===== config.mk =====
export PLATFORM = sky130hd
export DESIGN_NAME = arp_lookup_arbiter
export DESIGN_NICKNAME = d
export VERILOG_FILES = /design/src/rtl/arp_lookup_arbiter.sv
export SDC_FILE = /design/constraint.sdc
export NUM_CORES = 1
export LEC_CHECK = 0
export CORE_AREA = 2 2 171 173
export DETAILED_ROUTE_END_ITERATION = 8
export DIE_AREA = 0 0 173 175
export PLACE_DENSITY_LB_ADDON = 0.12
export SLEW_MARGIN = 40
export SYNTH_ARGS = -nofsm -noshare
export SYNTH_HDL_FRONTEND = slang
export SYNTH_SLANG_ARGS = --single-unit

===== constraint.sdc =====
create_clock -name clk -period 6.9 [get_ports clk]
set_clock_uncertainty 0.05 [all_clocks]
set_input_delay 1.035 -clock clk [delete_from_list [all_inputs] [get_ports clk]]
set_output_delay 1.035 -clock clk [all_outputs]
set_load 0.03 [all_outputs]

===== src/rtl/arp_lookup_arbiter.sv =====
// Round-robin arbiter sharing one ARP CAM lookup port between the LPM and CCCP
// next-hop paths; one lookup outstanding at a time, with ack timeout.
module arp_lookup_arbiter #(
    parameter int CMP_WIDTH    = 32,
    parameter int DATA_WIDTH   = 48,
    parameter int Q_DEPTH_BITS = 1,
    parameter int TIMEOUT      = 16
) (
    input  logic                  clk,
    input  logic                  reset,

    input  logic                  lpm_req,
    input  logic [CMP_WIDTH-1:0]  lpm_ip,
    output logic                  lpm_busy,
    output logic                  lpm_ack,
    output logic                  lpm_hit,
    output logic [DATA_WIDTH-1:0] lpm_mac,

    input  logic                  cccp_req,
    input  logic [CMP_WIDTH-1:0]  cccp_ip,
    output logic                  cccp_busy,
    output logic                  cccp_ack,
    output logic                  cccp_hit,
    output logic [DATA_WIDTH-1:0] cccp_mac,

    output logic                  lut_lookup_req,
    output logic [CMP_WIDTH-1:0]  lut_lookup_cmp_data,
    input  logic                  lut_lookup_ack,
    input  logic                  lut_lookup_hit,
    input  logic [DATA_WIDTH-1:0] lut_lookup_data,

    output logic [15:0]           timeout_cnt,
    output logic [15:0]           drop_cnt
);

    localparam int DEPTH = 1 << Q_DEPTH_BITS;
    localparam int TW    = $clog2(TIMEOUT + 1);
    localparam logic LPM  = 1'b0;
    localparam logic CCCP = 1'b1;

    typedef enum logic [1:0] {IDLE, ISSUE, WAIT} state_t;

    state_t state_q, state_d;

    logic [1:0]              req_v, push_v, pop_v, drop_v, nonempty, q_full;
    logic [CMP_WIDTH-1:0]    ip_v   [2];
    logic [CMP_WIDTH-1:0]    q_mem  [2][DEPTH];
    logic [Q_DEPTH_BITS-1:0] q_wr   [2];
    logic [Q_DEPTH_BITS-1:0] q_rd   [2];
    logic [Q_DEPTH_BITS:0]   q_cnt  [2];
    logic [Q_DEPTH_BITS:0]   q_cnt_d[2];

    logic                    owner_q, rr_q, grant, grant_sel;
    logic                    complete, comp_hit, tmo;
    logic [DATA_WIDTH-1:0]   comp_mac;
    logic [TW-1:0]           timer_q;
    logic [16:0]             drop_sum;

    assign req_v     = {cccp_req, lpm_req};
    assign ip_v[0]   = lpm_ip;
    assign ip_v[1]   = cccp_ip;
    assign lpm_busy  = q_full[0];
    assign cccp_busy = q_full[1];

    assign lut_lookup_req = (state_q == ISSUE);
    assign drop_sum = {1'b0, drop_cnt} + 17'(drop_v[0]) + 17'(drop_v[1]);

    always_comb begin
        for (int r = 0; r < 2; r++) begin
            push_v[r]   = req_v[r] && !q_full[r];
            drop_v[r]   = req_v[r] && q_full[r];
            pop_v[r]    = complete && (owner_q == 1'(r));
            nonempty[r] = (q_cnt[r] != '0);
            q_cnt_d[r]  = q_cnt[r] + (Q_DEPTH_BITS+1)'(push_v[r]) - (Q_DEPTH_BITS+1)'(pop_v[r]);
        end
    end

    always_ff @(posedge clk) begin
        if (reset) begin
            q_full <= '0;
            for (int r = 0; r < 2; r++) begin
                q_wr[r]  <= '0;
                q_rd[r]  <= '0;
                q_cnt[r] <= '0;
            end
        end else begin
            for (int r = 0; r < 2; r++) begin
                if (push_v[r]) q_wr[r] <= q_wr[r] + 1'b1;
                if (pop_v[r])  q_rd[r] <= q_rd[r] + 1'b1;
                q_cnt[r]  <= q_cnt_d[r];
                q_full[r] <= (q_cnt_d[r] == (Q_DEPTH_BITS+1)'(DEPTH));
            end
        end
    end

    // NOTE: queue storage is deliberately not reset; the counts and pointers
    // decide which entries are valid, so clearing the array would only cost logic.
    always_ff @(posedge clk) begin
        for (int r = 0; r < 2; r++) begin
            if (push_v[r]) q_mem[r][q_wr[r]] <= ip_v[r];
        end
    end

    // NOTE: every signal driven here gets a default first, so no path can infer a latch.
    always_comb begin
        state_d   = state_q;
        grant     = 1'b0;
        grant_sel = LPM;
        complete  = 1'b0;
        comp_hit  = 1'b0;
        comp_mac  = '0;
        tmo       = 1'b0;
        unique case (state_q)
            IDLE: begin
                if (|nonempty) begin
                    grant     = 1'b1;
                    grant_sel = (&nonempty) ? rr_q : nonempty[1];
                    state_d   = ISSUE;
                end
            end
            ISSUE: begin
                if (lut_lookup_ack) begin
                    complete = 1'b1;
                    comp_hit = lut_lookup_hit;
                    comp_mac = lut_lookup_data;
                    state_d  = IDLE;
                end else begin
                    state_d  = WAIT;
                end
            end
            WAIT: begin
                // TIMEOUT full WAIT cycles may pass without an ack; the miss is taken on the next one.
                if (lut_lookup_ack) begin
                    complete = 1'b1;
                    comp_hit = lut_lookup_hit;
                    comp_mac = lut_lookup_data;
                    state_d  = IDLE;
                end else if (timer_q == TW'(TIMEOUT)) begin
                    complete = 1'b1;
                    tmo      = 1'b1;
                    state_d  = IDLE;
                end
            end
            default: state_d = IDLE;
        endcase
    end

    // NOTE: sequential state uses non-blocking assignments only, so every
    // register samples the pre-edge values regardless of statement order.
    always_ff @(posedge clk) begin
        if (reset) state_q <= IDLE;
        else       state_q <= state_d;
    end

    always_ff @(posedge clk) begin
        if (reset) begin
            owner_q             <= LPM;
            rr_q                <= LPM;
            timer_q             <= '0;
            lut_lookup_cmp_data <= '0;
            lpm_ack             <= 1'b0;
            lpm_hit             <= 1'b0;
            lpm_mac             <= '0;
            cccp_ack            <= 1'b0;
            cccp_hit            <= 1'b0;
            cccp_mac            <= '0;
            timeout_cnt         <= '0;
            drop_cnt            <= '0;
        end else begin
            if (grant) begin
                owner_q             <= grant_sel;
                lut_lookup_cmp_data <= q_mem[grant_sel][q_rd[grant_sel]];
            end
            if (state_q == ISSUE)     timer_q <= '0;
            else if (state_q == WAIT) timer_q <= timer_q + TW'(1);

            lpm_ack  <= complete && (owner_q == LPM);
            cccp_ack <= complete && (owner_q == CCCP);
            if (complete && owner_q == LPM) begin
                lpm_hit <= comp_hit;
                lpm_mac <= comp_mac;
            end
            if (complete && owner_q == CCCP) begin
                cccp_hit <= comp_hit;
                cccp_mac <= comp_mac;
            end
            if (complete) rr_q <= ~owner_q;

            if (tmo && timeout_cnt != 16'hFFFF) timeout_cnt <= timeout_cnt + 16'd1;
            drop_cnt <= drop_sum[16] ? 16'hFFFF : drop_sum[15:0];
        end
    end

endmodule


Yosys cells after proc, flatten, opt, wreduce, memory -nomap -nowiden

Memories as Yosys holds them, arrays and structs flattened.
Cells that the tools add are included.
W data, S select, Z words.

Bits in writable memories: 136
Flip-flop bits (word level): 175
Memories: 4
Input bits: 118

$add $sub $neg: 12
Reductions and logical operators: 19
Magnitude comparators: 5
Muxes and demuxes: 51
Bitwise operators: 10
Equal/unequal tests: 8

Memories:

| name  | words | width | read ports | clocked after Yosys merged registers in | wr ports | RTL line | RTL |
|---|---|---|---|---|---|---|---|
| q_mem | 2     | 64    | 1          | 0                                       | 2        | 47       | `logic [CMP_WIDTH-1:0] q_mem [2][DEPTH];` |
| q_cnt | 2     | 2     | 2          | 0                                       | 2        | 50       | `logic [Q_DEPTH_BITS:0] q_cnt [2];` |
| q_rd  | 2     | 1     | 3          | 0                                       | 2        | 49       | `logic [Q_DEPTH_BITS-1:0] q_rd [2];` |
| q_wr  | 2     | 1     | 2          | 0                                       | 2        | 48       | `logic [Q_DEPTH_BITS-1:0] q_wr [2];` |

Operators with widths:

| cell                    | number |
|---|---|
| $mux W32                | 5 |
| $mux W64                | 2 |
| $mux W48                | 2 |
| $demux W32 S1           | 2 |
| $mux W1                 | 31 |
| $add A16 B1 Y17         | 1 |
| $add A17 B1 Y17         | 1 |
| $add A16 B1 Y16 const B | 1 |
| $mux W16                | 1 |
| $ne A16 B16 Y1 const B  | 1 |
| $mux W2                 | 6 |
| $logic_and A1 B1 Y1     | 9 |
| $eq A2 B2 Y1 const B    | 3 |
| $ge A2 B2 Y1 const B    | 3 |
| $not A1 Y2              | 3 |
| $or A1 B1 Y1            | 6 |
| $pmux W2 S3             | 1 |
| $reduce_or A2 Y1        | 3 |
| $add A5 B1 Y5 const B   | 1 |
| $eq A5 B5 Y1 const B    | 1 |
| $add A1 B1 Y1 const B   | 4 |
| $add A2 B1 Y2           | 2 |
| $lt A2 B1 Y1 const B    | 2 |
| $reduce_and A2 Y1       | 2 |
| 9 further kinds         | 12 |

Depth between registers and ports, before layout

An unclocked memory read counts as a cell.

Word-level depth: 10
Depth in mapped cells: 15

Least setup slack after synthesis

Ideal clock, no wire load.

Path type: input to register
Start point: input lpm_req
End point: memory q_mem[0][32] (netlist name), enable pin
Path slack: 3.938 ns
Library setup time: 0.421 ns
Arrival: 2.491 ns
Data required time: 6.429 ns
Buffers on the path: 0
Stages on the path: 2
Path through: nand2b_1 nor2_1

RTL lines:

| element         | RTL line | RTL |
|---|---|---|
| start, declared | 12       | `input logic lpm_req,` |
| end, declared   | 47       |  |

Worst setup path after layout

Start point: input cccp_req
End point: register drop_cnt[13]

Longest elaborated chain between the ends: 3

Ends and longest elaborated chain:

| element              | RTL line | RTL |
|---|---|---|
| start, declared      | 19       | `input logic cccp_req,` |
| $logic_and A1 B1 Y1  | 71       | `drop_v[r] = req_v[r] && q_full[r];` |
| $add A17 B1 Y17      | 66       | `assign drop_sum = {1'b0, drop_cnt} + 17'(drop_v[0]) + 17'(drop_v[1]);` |
| $mux W16             | 190      | `drop_cnt <= drop_sum[16] ? 16'hFFFF : drop_sum[15:0];` |
| end signal, assigned | 190      |  |
| end, declared        | 33       | `output logic [15:0] drop_cnt` |

Every way passes these cells.
A chain may end at the register's enable or synchronous reset.

==> results_dict.tcl <==
set metrics [dict create \
    status "finished clean" \
    dp_slack_ns 3.191 \
    cts-root-buf "clkbuf_16" \
    powerDensity_nw_per_um2 323.9 \
    wl_per_cell_um 18.36 \
    report.final.hold_viol_count 0 \
    cts_max_level 2 \
    rsz0062_at_grt "false" \
    power.leakage_nw 5.473 \
    layoutNonFillerInstCount 1670 \
    die_h_um 175 \
    worstMarginPinSlew_ns 0.7169 \
    area_delta_synth_final_pct 34.86 \
    yosysSeqAreaShare_pct 62.42 \
    synth_cell_types 49 \
    start_util_pct 42.58 \
    finalCritPeriodShare_pct 46.33 \
    start_kind "primary input" \
    die_w_um 173 \
    ctsResizeCount 0 \
    post_cts_buffers 0 \
    synth_top_area_cell "edfxtp_1" \
    cp_slowest_cell "clkdlybuf4s50_1" \
    grt-busiest-layer "met2" \
    use_met1_pct 25.26 \
    viasPerCell 5.187 \
    clk_latency_ns 0.51 \
    drt_wl_total_mm 30.66 \
    worstSetupPathType "in -> reg" \
    core_area_um2 28390 \
    slew_viol_final 0 \
    worst-path-buf-inv 1 \
    grt_max_degree 78 \
    worstPathRequired_ns 7.28 \
    async_flop_share_pct 0 \
    clk_path_buf_depth 3 \
    ys_ff_latch 311 \
    gr-total-overflow 0 \
    use_met3_pct 8.094 \
    min_path_type "reg -> reg" \
    crit_arrival_ns 3.58 \
    drtIter0Drc 477 \
    avgSynthCellArea_um2 12.10 \
    antennaDiodeCount 0 \
    drc 0 \
    dp_cells 1605 \
    ant_nets 0 \
    grtUsageTotal_pct 20.00 \
    yosysWarnings 0 \
    power_mw 5.281 \
    grt_pass1_vias 8729 \
    numCtsBuffers 35 \
    cp_max_fo 13 \
    cts_sinks 311 \
    fmax_ghz 0.3128 \
    ys_top_cells_by_area "edfxtp_1, dfxtp_1, a32o_1" \
    nets 1389 \
    finalSetupViolCount 0 \
    cp-end-kind "flop" \
    fp-row-count 62 \
    met2_usage_pct 32.23 \
    syn_area_um2 12090 \
    path_clk_slew_ns 0.06 \
    setup_tns_ns 0 \
    path_cells "clkdlybuf4s50_1, and2_1, fa_1, ha_1, nand4_1, nor2_1, nand3_1, and4_1, nor3_1" \
    cp_top_family "simple AND/OR/NAND/NOR gates" \
    netlist_instances 999 \
    num_io_pins 285 \
    ys_top_cells_by_count "dfxtp_1, edfxtp_1, nand2_1" \
    slew_headroom_pct 52.21 \
    synth-edff-count 132 \
    io_buffers 284 \
    vias 8663 \
    place_congestion 0.7986 \
    synth_nets 1129 \
    ir_worst_vdd_mv 0.1771 \
    dp_hpwl_mm 19.18 \
    cts_tree "done" \
    synth.most_common_cell "dfxtp_1" \
    antenna_found_initial 1 \
    maxCapViolCount 0 \
    synth_top_flop_cell "dfxtp_1" \
    firstDrtPassIters 5 \
    yosysTopAreaCellShare_pct 32.78 \
    die-area_um2 30280 \
    cpPeakStageDelay_ns 0.47 \
    hold_buffers 0 \
    drive_gt1_share_pct 10.58 \
    fin_ws_ns 3.703 \
    period_needed_ns 3.197 \
    grt_pass1_wl_mm 48.22 \
]
==> per-layer routing <==
metal  routed length (um)  up-vias
met5                   13        -
met1                13190     4166
met4                  476        2
met3                 2975       46
met2                13990      255
li1                     -     4194
==> power breakdown <==
group | internal (mW) | leakage [nW] | switching, mW
clock network | 1.05 | 0.543 | 0.730
logic | 0.479 | 2.24 | 0.806
registers | 2.14 | 2.69 | 0.0843
==> flip-flops by register name (all words and copies together), names as in the netlist <==
signal               count
q_mem                  128
cccp_mac                48
lpm_mac                 48
lut_lookup_cmp_data     32
drop_cnt                16
timeout_cnt             16
timer_q                  5
q_cnt                    4
q_full                   2
q_rd                     2
q_wr                     2
state_q                  2
cccp_ack                 1
cccp_hit                 1
lpm_ack                  1
lpm_hit                  1
owner_q                  1
rr_q                     1
==> layout by cell type (no fill, tap or decap), drive strengths merged, types with 2 or more instances in the layout <==
master         instances
nor3                  23
nor3b                  3
ha                    11
a211oi                32
nand4                 10
nand2b                 9
a211o                 32
a32o                  48
xnor2                 20
a21oi                101
nor2b                 38
mux2i                 35
and3                   4
edfxtp               132
dfxtp                179
and2                   6
inv                   18
nor2                  35
clkdlybuf4s50        283
xor2                   9
nand3                 61
buf                   14
nor4                   3
and4                   7
clkinvlp               3
o21ai                  4
clkbuf                48
clkinv                 9
nor4b                  2
nand2                 95
==> worst paths after layout <==
check,from,end,slack (ns),depth (start not counted)
setup / recovery,cccp_req,drop_cnt[13]$_SDFF_PP0_,3.70,9
hold / removal,lut_lookup_cmp_data[23]$_SDFFE_PP0P_,lut_lookup_cmp_data[23]$_SDFFE_PP0P_,0.40,2
setup reg to reg,state_q[0]$_SDFFE_PP0P_,q_full[1]$_SDFF_PP0_,4.02,12
hold reg to reg,lut_lookup_cmp_data[23]$_SDFFE_PP0P_,lut_lookup_cmp_data[23]$_SDFFE_PP0P_,0.40,2
==> logic make-up after synthesis <==
group	count (synthesis)	share of synthesized area, %
muxes	36	2.991
and+or+nand+nor	299	13.76
AOI/OAI and AO/OA	223	13.68
buffers and inverters	89	3.736
DFF	311	62.42
adders and majority gates	12	1.304
xor gates and xnor gates	29	2.101
==> worst min-delay path, delay by kind of cell (launching register included) <==
kind            cells  cell delay, ns
compound gates      1            0.05
flops               1            0.30
simple gates        1            0.05
==> final cells by class <==
| cell class | count | area (um2) |
|---|---|---|
| inverter | 15 | 61.31 |
| tap | 384 | 480.5 |
| sequential | 311 | 7547 |
| fill | 2451 | 12090 |
| clock buffer | 48 | 985.9 |
| clock inverter | 16 | 122.6 |
| multi-input combinational | 599 | 4143 |
| timing repair buffer | 297 | 2965 |
==> through the flow <==
| stage | area [um2] | hold slack [ns] | util, % |
|---|---|---|---|
| after floorplan | 12090 | 0.3743 | - |
| after global placement | 15150 | 0.3909 | 53.37 |
| after detailed placement | 15180 | 0.3959 | 53.46 |
| after CTS | 16290 | 0.4038 | 57.36 |
| after global routing | 16310 | 0.4237 | 57.43 |
| final | 16310 | 0.4013 | 57.43 |
(Power assumes the default switching activity.)
